File: config.mk
export PLATFORM = sky130hd
export DESIGN_NAME = hram_arbiter
export DESIGN_NICKNAME = d
export VERILOG_FILES = /design/src/rtl/hram_arbiter.sv
export SDC_FILE = /design/constraint.sdc
export NUM_CORES = 1
export LEC_CHECK = 0
export ABC_CLOCK_PERIOD_IN_PS = 3800
export CORE_AREA = 3 3 147 149
export CTS_BUF_LIST = sky130_fd_sc_hd__clkbuf_8
export CTS_CLUSTER_DIAMETER = 120
export CTS_CLUSTER_SIZE = 25
export DETAILED_ROUTE_END_ITERATION = 10
export DIE_AREA = 0 0 150 152
export PLACE_DENSITY = 0.59
export SLEW_MARGIN = 40
export SYNTH_ARGS = -nofsm -noshare
export SYNTH_HDL_FRONTEND = slang
export SYNTH_SLANG_ARGS = --single-unit
File: constraint.sdc
create_clock -name wb_clk_i -period 3.8 [get_ports wb_clk_i]
set_input_delay 0.76 -clock wb_clk_i [delete_from_list [all_inputs] [get_ports wb_clk_i]]
set_output_delay 0.76 -clock wb_clk_i [all_outputs]
set_load 0.03 [all_outputs]
File: src/rtl/hram_arbiter.sv
// Wishbone B4 N-to-1 arbiter sharing the HyperRAM controller data port.
// Optional stall watchdog: define ARB_TIMEOUT_EN (uses TIMEOUT).
//   state | meaning
//   IDLE  | no owner; arbitrate among m_cyc_i and register a one-hot grant
//   OWN   | granted master drives the slave port; ack/err routed to it only
module hram_arbiter #(
  parameter int NM        = 3,
  parameter int PRIO0     = 1,
  parameter int MAX_BEATS = 16,
  parameter int TIMEOUT   = 1023
) (
  input  logic              wb_clk_i,
  input  logic              wb_rstn_i,
  input  logic [NM-1:0]     m_cyc_i,
  input  logic [NM-1:0]     m_stb_i,
  input  logic [NM-1:0]     m_we_i,
  input  logic [32*NM-1:0]  m_adr_i,
  input  logic [32*NM-1:0]  m_dat_i,
  input  logic [4*NM-1:0]   m_sel_i,
  input  logic [3*NM-1:0]   m_cti_i,
  input  logic [2*NM-1:0]   m_bte_i,
  output logic [31:0]       m_dat_o,
  output logic [NM-1:0]     m_ack_o,
  output logic [NM-1:0]     m_err_o,
  output logic              s_cyc_o,
  output logic              s_stb_o,
  output logic              s_we_o,
  output logic [31:0]       s_adr_o,
  output logic [31:0]       s_dat_o,
  output logic [3:0]        s_sel_o,
  output logic [2:0]        s_cti_o,
  output logic [1:0]        s_bte_o,
  input  logic [31:0]       s_dat_i,
  input  logic              s_ack_i,
  input  logic              s_err_i,
  output logic [NM-1:0]     grant_o
);
  localparam int IW = (NM > 1) ? $clog2(NM) : 1;

  typedef enum logic {IDLE = 1'b0, OWN = 1'b1} state_e;

  state_e          state_q, state_d;
  logic [NM-1:0]   grant_q, grant_d;
  logic [IW-1:0]   ptr_q, ptr_d;
  logic [7:0]      cnt_q, cnt_d, cnt_inc;
  logic            cyc_g, stb_g, timeout_hit, release_ok;
  logic [2:0]      cti_g;
  logic [2*NM-1:0] req_rot;
  logic            sel_found;
  logic [IW-1:0]   sel_idx;
  int              cand, sum;

  if (MAX_BEATS < 1 || MAX_BEATS > 255 || TIMEOUT < 1) begin : g_param_out_of_range
  end

  // grant_q is all-zero outside OWN, so the mux yields an idle slave port
  always_comb begin
    cyc_g   = 1'b0;
    stb_g   = 1'b0;
    cti_g   = 3'b000;
    s_we_o  = 1'b0;
    s_adr_o = '0;
    s_dat_o = '0;
    s_sel_o = '0;
    s_bte_o = '0;
    for (int k = 0; k < NM; k++) begin
      if (grant_q[k]) begin
        cyc_g   = m_cyc_i[k];
        stb_g   = m_stb_i[k];
        cti_g   = m_cti_i[3*k +: 3];
        s_we_o  = m_we_i[k];
        s_adr_o = m_adr_i[32*k +: 32];
        s_dat_o = m_dat_i[32*k +: 32];
        s_sel_o = m_sel_i[4*k +: 4];
        s_bte_o = m_bte_i[2*k +: 2];
      end
    end
  end

  assign s_cti_o = cti_g;
  assign s_cyc_o = cyc_g & ~timeout_hit;
  assign s_stb_o = stb_g & ~timeout_hit;
  assign m_dat_o = s_dat_i;
  assign m_ack_o = grant_q & {NM{s_ack_i & ~timeout_hit}};
  assign m_err_o = grant_q & {NM{s_err_i | timeout_hit}};
  assign grant_o = grant_q;

  // rotate requests so bit 0 is the pointer position; lowest set bit wins
  always_comb begin
    req_rot   = {m_cyc_i, m_cyc_i} >> ptr_q;
    sel_found = |m_cyc_i;
    cand      = 0;
    for (int i = NM - 1; i >= 0; i--) begin
      if (req_rot[i]) cand = i;
    end
    sum = int'(ptr_q) + cand;
    if (sum >= NM) sum = sum - NM;
    sel_idx = IW'(sum);
    if (PRIO0 != 0 && m_cyc_i[0]) sel_idx = '0;
  end

  always_comb begin
    state_d    = state_q;
    grant_d    = grant_q;
    ptr_d      = ptr_q;
    cnt_d      = cnt_q;
    cnt_inc    = (s_ack_i && cnt_q != 8'hFF) ? cnt_q + 8'd1 : cnt_q;
    release_ok = (cti_g == 3'b000) || (cti_g == 3'b111);
    case (state_q)
      IDLE: begin
        cnt_d = '0;
        if (sel_found) begin
          state_d = OWN;
          grant_d = NM'(1) << sel_idx;
          if (!(PRIO0 != 0 && sel_idx == '0))
            ptr_d = (sel_idx == IW'(NM - 1)) ? '0 : sel_idx + 1'b1;
        end
      end
      OWN: begin
        cnt_d = cnt_inc;
        if (!cyc_g || timeout_hit ||
            (s_ack_i && release_ok && cnt_inc >= 8'(MAX_BEATS))) begin
          state_d = IDLE;
          grant_d = '0;
          cnt_d   = '0;
        end
      end
    endcase
  end

  always_ff @(posedge wb_clk_i or negedge wb_rstn_i) begin
    if (!wb_rstn_i) begin
      state_q <= IDLE;
      grant_q <= '0;
      ptr_q   <= '0;
      cnt_q   <= '0;
    end else begin
      state_q <= state_d;
      grant_q <= grant_d;
      ptr_q   <= ptr_d;
      cnt_q   <= cnt_d;
    end
  end

`ifdef ARB_TIMEOUT_EN
  localparam int SW = $clog2(TIMEOUT + 1);

  logic [SW-1:0] stall_q, stall_d;

  assign timeout_hit = (state_q == OWN) && (stall_q == SW'(TIMEOUT));

  always_comb begin
    stall_d = stall_q;
    if (state_q != OWN || s_ack_i || timeout_hit)
      stall_d = '0;
    else if (stb_g)
      stall_d = stall_q + 1'b1;
  end

  always_ff @(posedge wb_clk_i or negedge wb_rstn_i) begin
    if (!wb_rstn_i) stall_q <= '0;
    else            stall_q <= stall_d;
  end
`else
  assign timeout_hit = 1'b0;
`endif

endmodule
==> key figures, run 1 <==
STA
  • Fin crit period: 3349 ps
  • Final TNS setup: 0 ps
  • Slew margin rel.: 57.67%
  • Unrepaired setup endpoints after global routing: no
  • Skew final: 2.036 ps
  • Peak Freq: 298.6 MHz
  • Post-route setup slack: 450.7 ps
  • Hold Vio Cnt, Final: 0
  • Final setup viols: 0
  • Slew @ Worst Pin: 632.9 ps
  • Final cycle utilization of the critical path: 88.14%
  • Max Slew Vio Count: 0

Detailed routing
  • First-pass DRT Iterations: 5
  • Drt via density: 4.292
  • Residual DRC: 0
  • Vias: 4,073
  • Antenna-violating nets left: 0
  • Iter 0 DRT Violations: 191
  • DRT Wirelength: 16.65 mm
  • WL/cell: 17.54 um

Worst setup path
  • Slowest Stage Delay on Critical Path: 500 ps
  • Reg2Reg Depth: 11
  • Cell mode on critical path: ha_1
  • CP max FO: 7
  • WP buf/inv: 1
  • Worst EP arrival: 3510 ps
  • Slowest-stage cell, CP: clkdlybuf4s50_1
  • Cells along the critical path: clkdlybuf4s50_1 -> nor3b_1 -> a21oi_1 -> nand2_1 -> ha_1 -> fa_1 -> ha_1 -> nor2_1 -> mux2i_1 -> and4b_1 -> a31oi_1 -> o21ai_1
  • Reg2reg setup slack: 990 ps
  • CP Capture Type: flop
  • Startpoint Class: input port
  • Top cell family by delay on the critical path: simple AND/OR/NAND/NOR gates
  • Critical setup path kind: in -> reg
  • Critical Path RT: 3960 ps
  • RR Endpoint: grant_o[1]$_DFFE_PN0P_
  • Critical Path Start: m_cyc_i[2]
  • RR Startpoint: ptr_q[0]$_DFFE_PN0P_

Clock tree
  • Clock sinks: 14
  • CTS buffer count: 3
  • H-tree depth: 1
  • CTS tree: yes
  • Cts repair resizes: 0
  • Clk_lat worst skew: 240 ps
  • CTS Hold Bufs: 0
  • Clk buf depth: 2
  • Post-CTS Setup Bufs: 0
  • Clock slew at reported path FFs: 60 ps
  • CTS root buf: clkbuf_8

Flow run
  • Max Cap Viol: 0

Die
  • Die width: 150 um
  • I/O Pins: 381
  • Std-Cell Rows: 52
  • Core Area: 20,300 sq um
  • Initial core utilization: 13.20%
  • Die Ht: 152 um
  • Die footprint: 22,800 sq um

Logic synthesis
  • Main synth FF type: dfrtp_1
  • Synthesized area per cell: 6.427 sq um
  • Mapped Nets: 685
  • Asr flop ratio synth: 100.0%
  • Register area share after synthesis: 13.07%
  • Mapped Cells: 417
  • Synthesized flop and latch total: 14
  • Yosys cell types: 46
  • Yosys top cell by area: a22oi_1
  • Top-area cell type share of the netlist area: 19.89%
  • Most instantiated cells after synthesis: nand2_1, o21ai_0, a22oi_1
  • Most common cell in the netlist: nand2_1
  • Post-synth EDFFs: 0
  • Mapped Area: 2680 sq um
  • Synth top area cells: a22oi_1, o21ai_0, dfrtp_1, nand2_1, buf_4
  • Synth warnings: 0

Placement
  • DP HPWL: 13.80 mm
  • Post-placement cell count: 945
  • Dpl ws: 211.1 ps
  • GPL Wtd Cong: 0.8200
  • IO buf count: 316

Pwr
  • Maximum VDD drop: 271.0 uV
  • Logic pwr share: 89.2%
  • P_leak: 0.002080 uW
  • Sw power: 2113 uW
  • Power Density: 628.0 nW/um^2
  • Clock network fraction of design power: 3.9%
  • Int Power: 1643 uW
  • Switching share of power: 56.26%
  • Sequential power share: 6.9%

Run status
  • Run status: finished clean

Layout
  • # diodes: 0
  • Final #Nets: 948
  • Final cell count without fillers: 949
  • Layout cells sized above 1: 3.829%
  • Filler Cells Inserted: 2,195
  • Area Overhead vs Synth: 123.2%

Worst hold path
  • Hold EP: cnt_q[6]$_DFF_PN0_
  • Worst Hold Class: reg -> reg
  • Min-delay src: cnt_q[6]$_DFF_PN0_
  • WHS Path Cells: 2

Global route
  • Initial antenna violation count: 0
  • Largest net degree at the start of global routing: 65
  • Total GRT Usage: 12.73%
  • Vias in the first global route: 3,699
  • First-pass GRT wire length: 22.98 mm
  • Total grt overflow: 0
## flip-flops by register name (all words and copies together) (netlist names)
signal / cells
grant_o: 3
state_q: 1
ptr_q: 2
cnt_q: 8
## per-layer routing
metal  global-route usage, %  vias to the layer above  routed length (um)
li1                        -                     2029                   -
met1                   16.70                     1836                6891
met2                   21.24                      200                7711
met3                   4.081                        8                1973
met4                   1.046                        0                  68
met5                       0                        -                   0
## layout make-up
| cell class | instances | area [sq um] | share of cell area [%] |
|---|---|---|---|
| clock buffers | 4 | 55.05 | 0.9205 |
| inverters | 3 | 11.26 | 0.1883 |
| multi-input cells | 329 | 1926 | 32.20 |
| flip-flops and latches | 14 | 357.8 | 5.983 |
| well taps | 270 | 337.8 | 5.649 |
| repair buffers | 329 | 3293 | 55.06 |
## worst min-delay path: stages, from the launching register on
cell and delay (ps):
dfrtp_1 400, nor2_1 110, nor4_1 60
## logic make-up after synthesis
kind of cell,synth area share (%)
AO/OA/AOI/OAI,42.11
XOR/XNOR,1.307
adder cells (fa/ha/maj),2.148
buffers and inverters,15.36
flip-flops,13.07
multiplexers,1.541
AND/OR/NAND/NOR,24.46
## how the worst max path moves through the flow
stage,slack [ps],endpoint,depth (start not counted)
6_report,450,grant_o[1]$_DFFE_PN0P_,12
2_1_floorplan,720,grant_o[2]$_DFFE_PN0P_,11
3_3_place_gp,270,grant_o[1]$_DFFE_PN0P_,11
4_1_cts,470,grant_o[1]$_DFFE_PN0P_,12
5_1_grt,190,grant_o[1]$_DFFE_PN0P_,12
3_5_place_dp,210,grant_o[1]$_DFFE_PN0P_,12
## power groups by stage
stage | sequential [uW] | combinational [uW] | clock (uW)
2_1_floorplan | 226 | 1890 | 0
3_3_place_gp | 312 | 3330 | 0
3_5_place_dp | 260 | 3380 | 0
4_1_cts | 258 | 3410 | 146
5_1_grt | 269 | 3560 | 155
6_report | 258 | 3350 | 145
## layout by cell type (no fill, tap or decap), drive strengths merged, types with 2 or more instances in the layout
| master | n |
|---|---|
| and2 | 7 |
| nor2 | 10 |
| inv | 3 |
| clkdlybuf4s50 | 314 |
| and3 | 3 |
| a21boi | 2 |
| nor2b | 6 |
| mux2i | 3 |
| a2111oi | 2 |
| nand2 | 82 |
| nand3b | 5 |
| dfrtp | 14 |
| ha | 3 |
| o22ai | 2 |
| o21ai | 77 |
| a22oi | 72 |
| a21oi | 15 |
| nor3b | 2 |
| nand4 | 4 |
| xor2 | 3 |
| a31oi | 3 |
| buf | 15 |
| nor3 | 5 |
| nor4 | 6 |
| clkbuf | 4 |
| nor4bb | 2 |
## through the flow
stage          power (uW)  hold slack (ps)  utilization (%)  instance area, sq um
2_1_floorplan        2115            464.4                -                  2680
3_3_place_gp         3637            588.9            29.09                  5906
3_5_place_dp         3644            601.4            29.19                  5926
4_1_cts              3810            609.7            29.46                  5981
5_1_grt              3984            647.6            29.46                  5981
6_report             3756            605.1            29.46                  5981
Power figures use the tool's default switching activity.
==> inputs of run 2 (changes only) <==
==> config.mk (replaced) <==
export PLATFORM = sky130hd
export DESIGN_NAME = hram_arbiter
export DESIGN_NICKNAME = d
export VERILOG_FILES = /design/src/rtl/hram_arbiter.sv
export SDC_FILE = /design/constraint.sdc
export NUM_CORES = 1
export LEC_CHECK = 0
export CORE_AREA = 2 2 150 152
export CTS_BUF_LIST = sky130_fd_sc_hd__clkbuf_8
export CTS_CLUSTER_DIAMETER = 120
export CTS_CLUSTER_SIZE = 25
export DETAILED_ROUTE_END_ITERATION = 10
export DIE_AREA = 0 0 152 154
export PLACE_DENSITY = 0.57
export SLEW_MARGIN = 40
export SYNTH_ARGS = -nofsm -noshare
export SYNTH_HDL_FRONTEND = slang
export SYNTH_SLANG_ARGS = --single-unit
==> key figures, run 2 (synthesized netlist as in run 1, its figures left out) <==
Layout
  • Layout cells sized above 1: 3.402%
  • Final #Nets: 945
  • Area Overhead vs Synth: 121.8%
  • Filler Cells Inserted: 2,405
  • # diodes: 0
  • Final non-filler cell area: 5943 sq um
  • Max reg flops: 8
  • Commonest non-fill, non-tap cell in the layout: clkdlybuf4s50_1
  • Most frequent cells in the layout: clkdlybuf4s50_1, nand2_1, o21ai_0
  • Register area: 355.3 sq um
  • Top reg by flops: cnt_q
  • Area of the multi-input gates: 1926 sq um

Clock tree
  • CTS root buf: clkbuf_8
  • Clock slew at reported path FFs: 60 ps
  • Post-CTS Setup Bufs: 0
  • CTS Hold Bufs: 0
  • CTS tree: yes
  • Cts repair resizes: 0
  • Clock sinks: 14
  • CTS buffer count: 3
  • Clk buf depth: 2
  • H-tree depth: 1
  • Clk_lat worst skew: 240 ps

Die
  • Die width: 152 um
  • Core Area: 21,690 sq um
  • Initial core utilization: 12.36%
  • I/O Pins: 381
  • Die footprint: 23,410 sq um
  • Die Ht: 154 um
  • Std-Cell Rows: 54

Worst setup path
  • Worst EP arrival: 3510 ps
  • RR Startpoint: ptr_q[1]$_DFFE_PN0P_
  • Reg2Reg Depth: 11
  • Startpoint Class: input port
  • Reg2reg setup slack: 1010 ps
  • CP max FO: 7
  • CP Capture Type: flop
  • Critical Path RT: 3970 ps
  • Critical setup path kind: in -> reg
  • RR Endpoint: grant_o[1]$_DFFE_PN0P_

STA
  • Post-route setup slack: 466.3 ps
  • Hold Vio Cnt, Final: 0
  • Slew @ Worst Pin: 661.7 ps
  • Final TNS setup: 0 ps
  • Final cycle utilization of the critical path: 87.73%
  • Fin crit period: 3334 ps
  • Unrepaired setup endpoints after global routing: no
  • Max Slew Vio Count: 0
  • Skew final: 4.795 ps
  • Slew margin rel.: 55.75%
  • Peak Freq: 300.0 MHz
  • Final setup viols: 0

Global route
  • Vias in the first global route: 3,998
  • Initial antenna violation count: 0
  • Total GRT Usage: 13.24%
  • Total grt overflow: 0
  • Largest net degree at the start of global routing: 77
  • First-pass GRT wire length: 24.83 mm

Pwr
  • Switching share of power: 56.85%
  • Maximum VDD drop: 349.4 uV
  • Pwr Total: 3705 uW
  • P_leak: 0.002055 uW
  • Clock network fraction of design power: 3.9%
  • Logic pwr share: 88.7%
  • Power Density: 623.5 nW/um^2
  • Sw power: 2107 uW
  • Sequential power share: 7.3%
  • Int Power: 1599 uW

Worst hold path
  • Hold EP: grant_o[2]$_DFFE_PN0P_
  • WHS Path Cells: 1
  • Worst Hold Class: reg -> reg
  • Min-delay src: state_q$_DFF_PN0_

Run status
  • Run status: finished clean

Detailed routing
  • Vias: 4,090
  • Antenna-violating nets left: 0
  • Drt via density: 4.278
  • WL/cell: 17.41 um
  • First-pass DRT Iterations: 4
  • Residual DRC: 0
  • DRT Wirelength: 16.65 mm
  • Iter 0 DRT Violations: 377

Placement
  • Dpl ws: 202.3 ps
  • DP HPWL: 13.76 mm
  • Dpl cell area: 5888 sq um
  • GPL Wtd Cong: 0.7726
  • IO buf count: 316

Flow run
  • Max Cap Viol: 0
-- run 2: cell count changes in the layout (fill, tap and decap cells not counted), sizes merged --
cell / before / now
buf: 15 / 12
-- run 2: cell type report --
| cell class | instances | share of cell area (%) |
|---|---|---|
| Tap cell | 280 | 5.895 |
| Inverter | 3 | 0.1895 |
| Sequential cell | 14 | 5.979 |
| Clock buffer | 4 | 0.9263 |
| Multi-Input combinational cell | 329 | 32.40 |
| Timing Repair Buffer | 326 | 54.61 |
-- run 2: power by group through the flow --
stage	Sequential [uW]	Clock [uW]	Combinational (uW)
final	271	146	3290
after global routing	286	158	3500
after CTS	272	150	3320
after detailed placement	275	0	3300
after global placement	276	0	3310
after floorplan	226	0	1890
-- run 2: stage by stage --
stage | std cells | hold slack [ps] | utilization, %
2_1_floorplan | 417 | 464.4 | -
3_3_place_gp | 952 | 576.9 | 27.15
4_1_cts | 956 | 596.8 | 27.40
5_1_grt | 956 | 634.4 | 27.40
6_report | 956 | 594.3 | 27.40
3_5_place_dp | 952 | 588.6 | 27.15
-- run 2: how the worst max path moves through the flow --
stage	start	endpoint	cells past startpoint
2_1_floorplan	m_cyc_i[0]	grant_o[2]$_DFFE_PN0P_	11
3_3_place_gp	m_cyc_i[2]	grant_o[2]$_DFFE_PN0P_	11
3_5_place_dp	m_cyc_i[2]	grant_o[2]$_DFFE_PN0P_	11
4_1_cts	m_cyc_i[2]	grant_o[1]$_DFFE_PN0P_	11
5_1_grt	m_cyc_i[2]	grant_o[2]$_DFFE_PN0P_	12
6_report	m_cyc_i[2]	grant_o[1]$_DFFE_PN0P_	12
-- run 2: critical path, stage by stage --
cell and delay, ps:
clkdlybuf4s50_1 520, nor3b_1 320, a21oi_1 110, nand2_1 80, ha_1 150, fa_1 450, ha_1 220, nor2_1 220
mux2i_1 310, and4b_1 220, a31oi_1 40, o21ai_1 100
-- run 2: routing by layer --
| layer | up-vias | global-route usage (%) | wire [um] |
|---|---|---|---|
| met1 | 1866 | 17.84 | 7461 |
| li1 | 2022 | - | - |
| met3 | 10 | 3.608 | 1254 |
| met4 | 0 | 1.246 | 76 |
| met5 | - | 0 | 0 |
| met2 | 192 | 21.94 | 7853 |
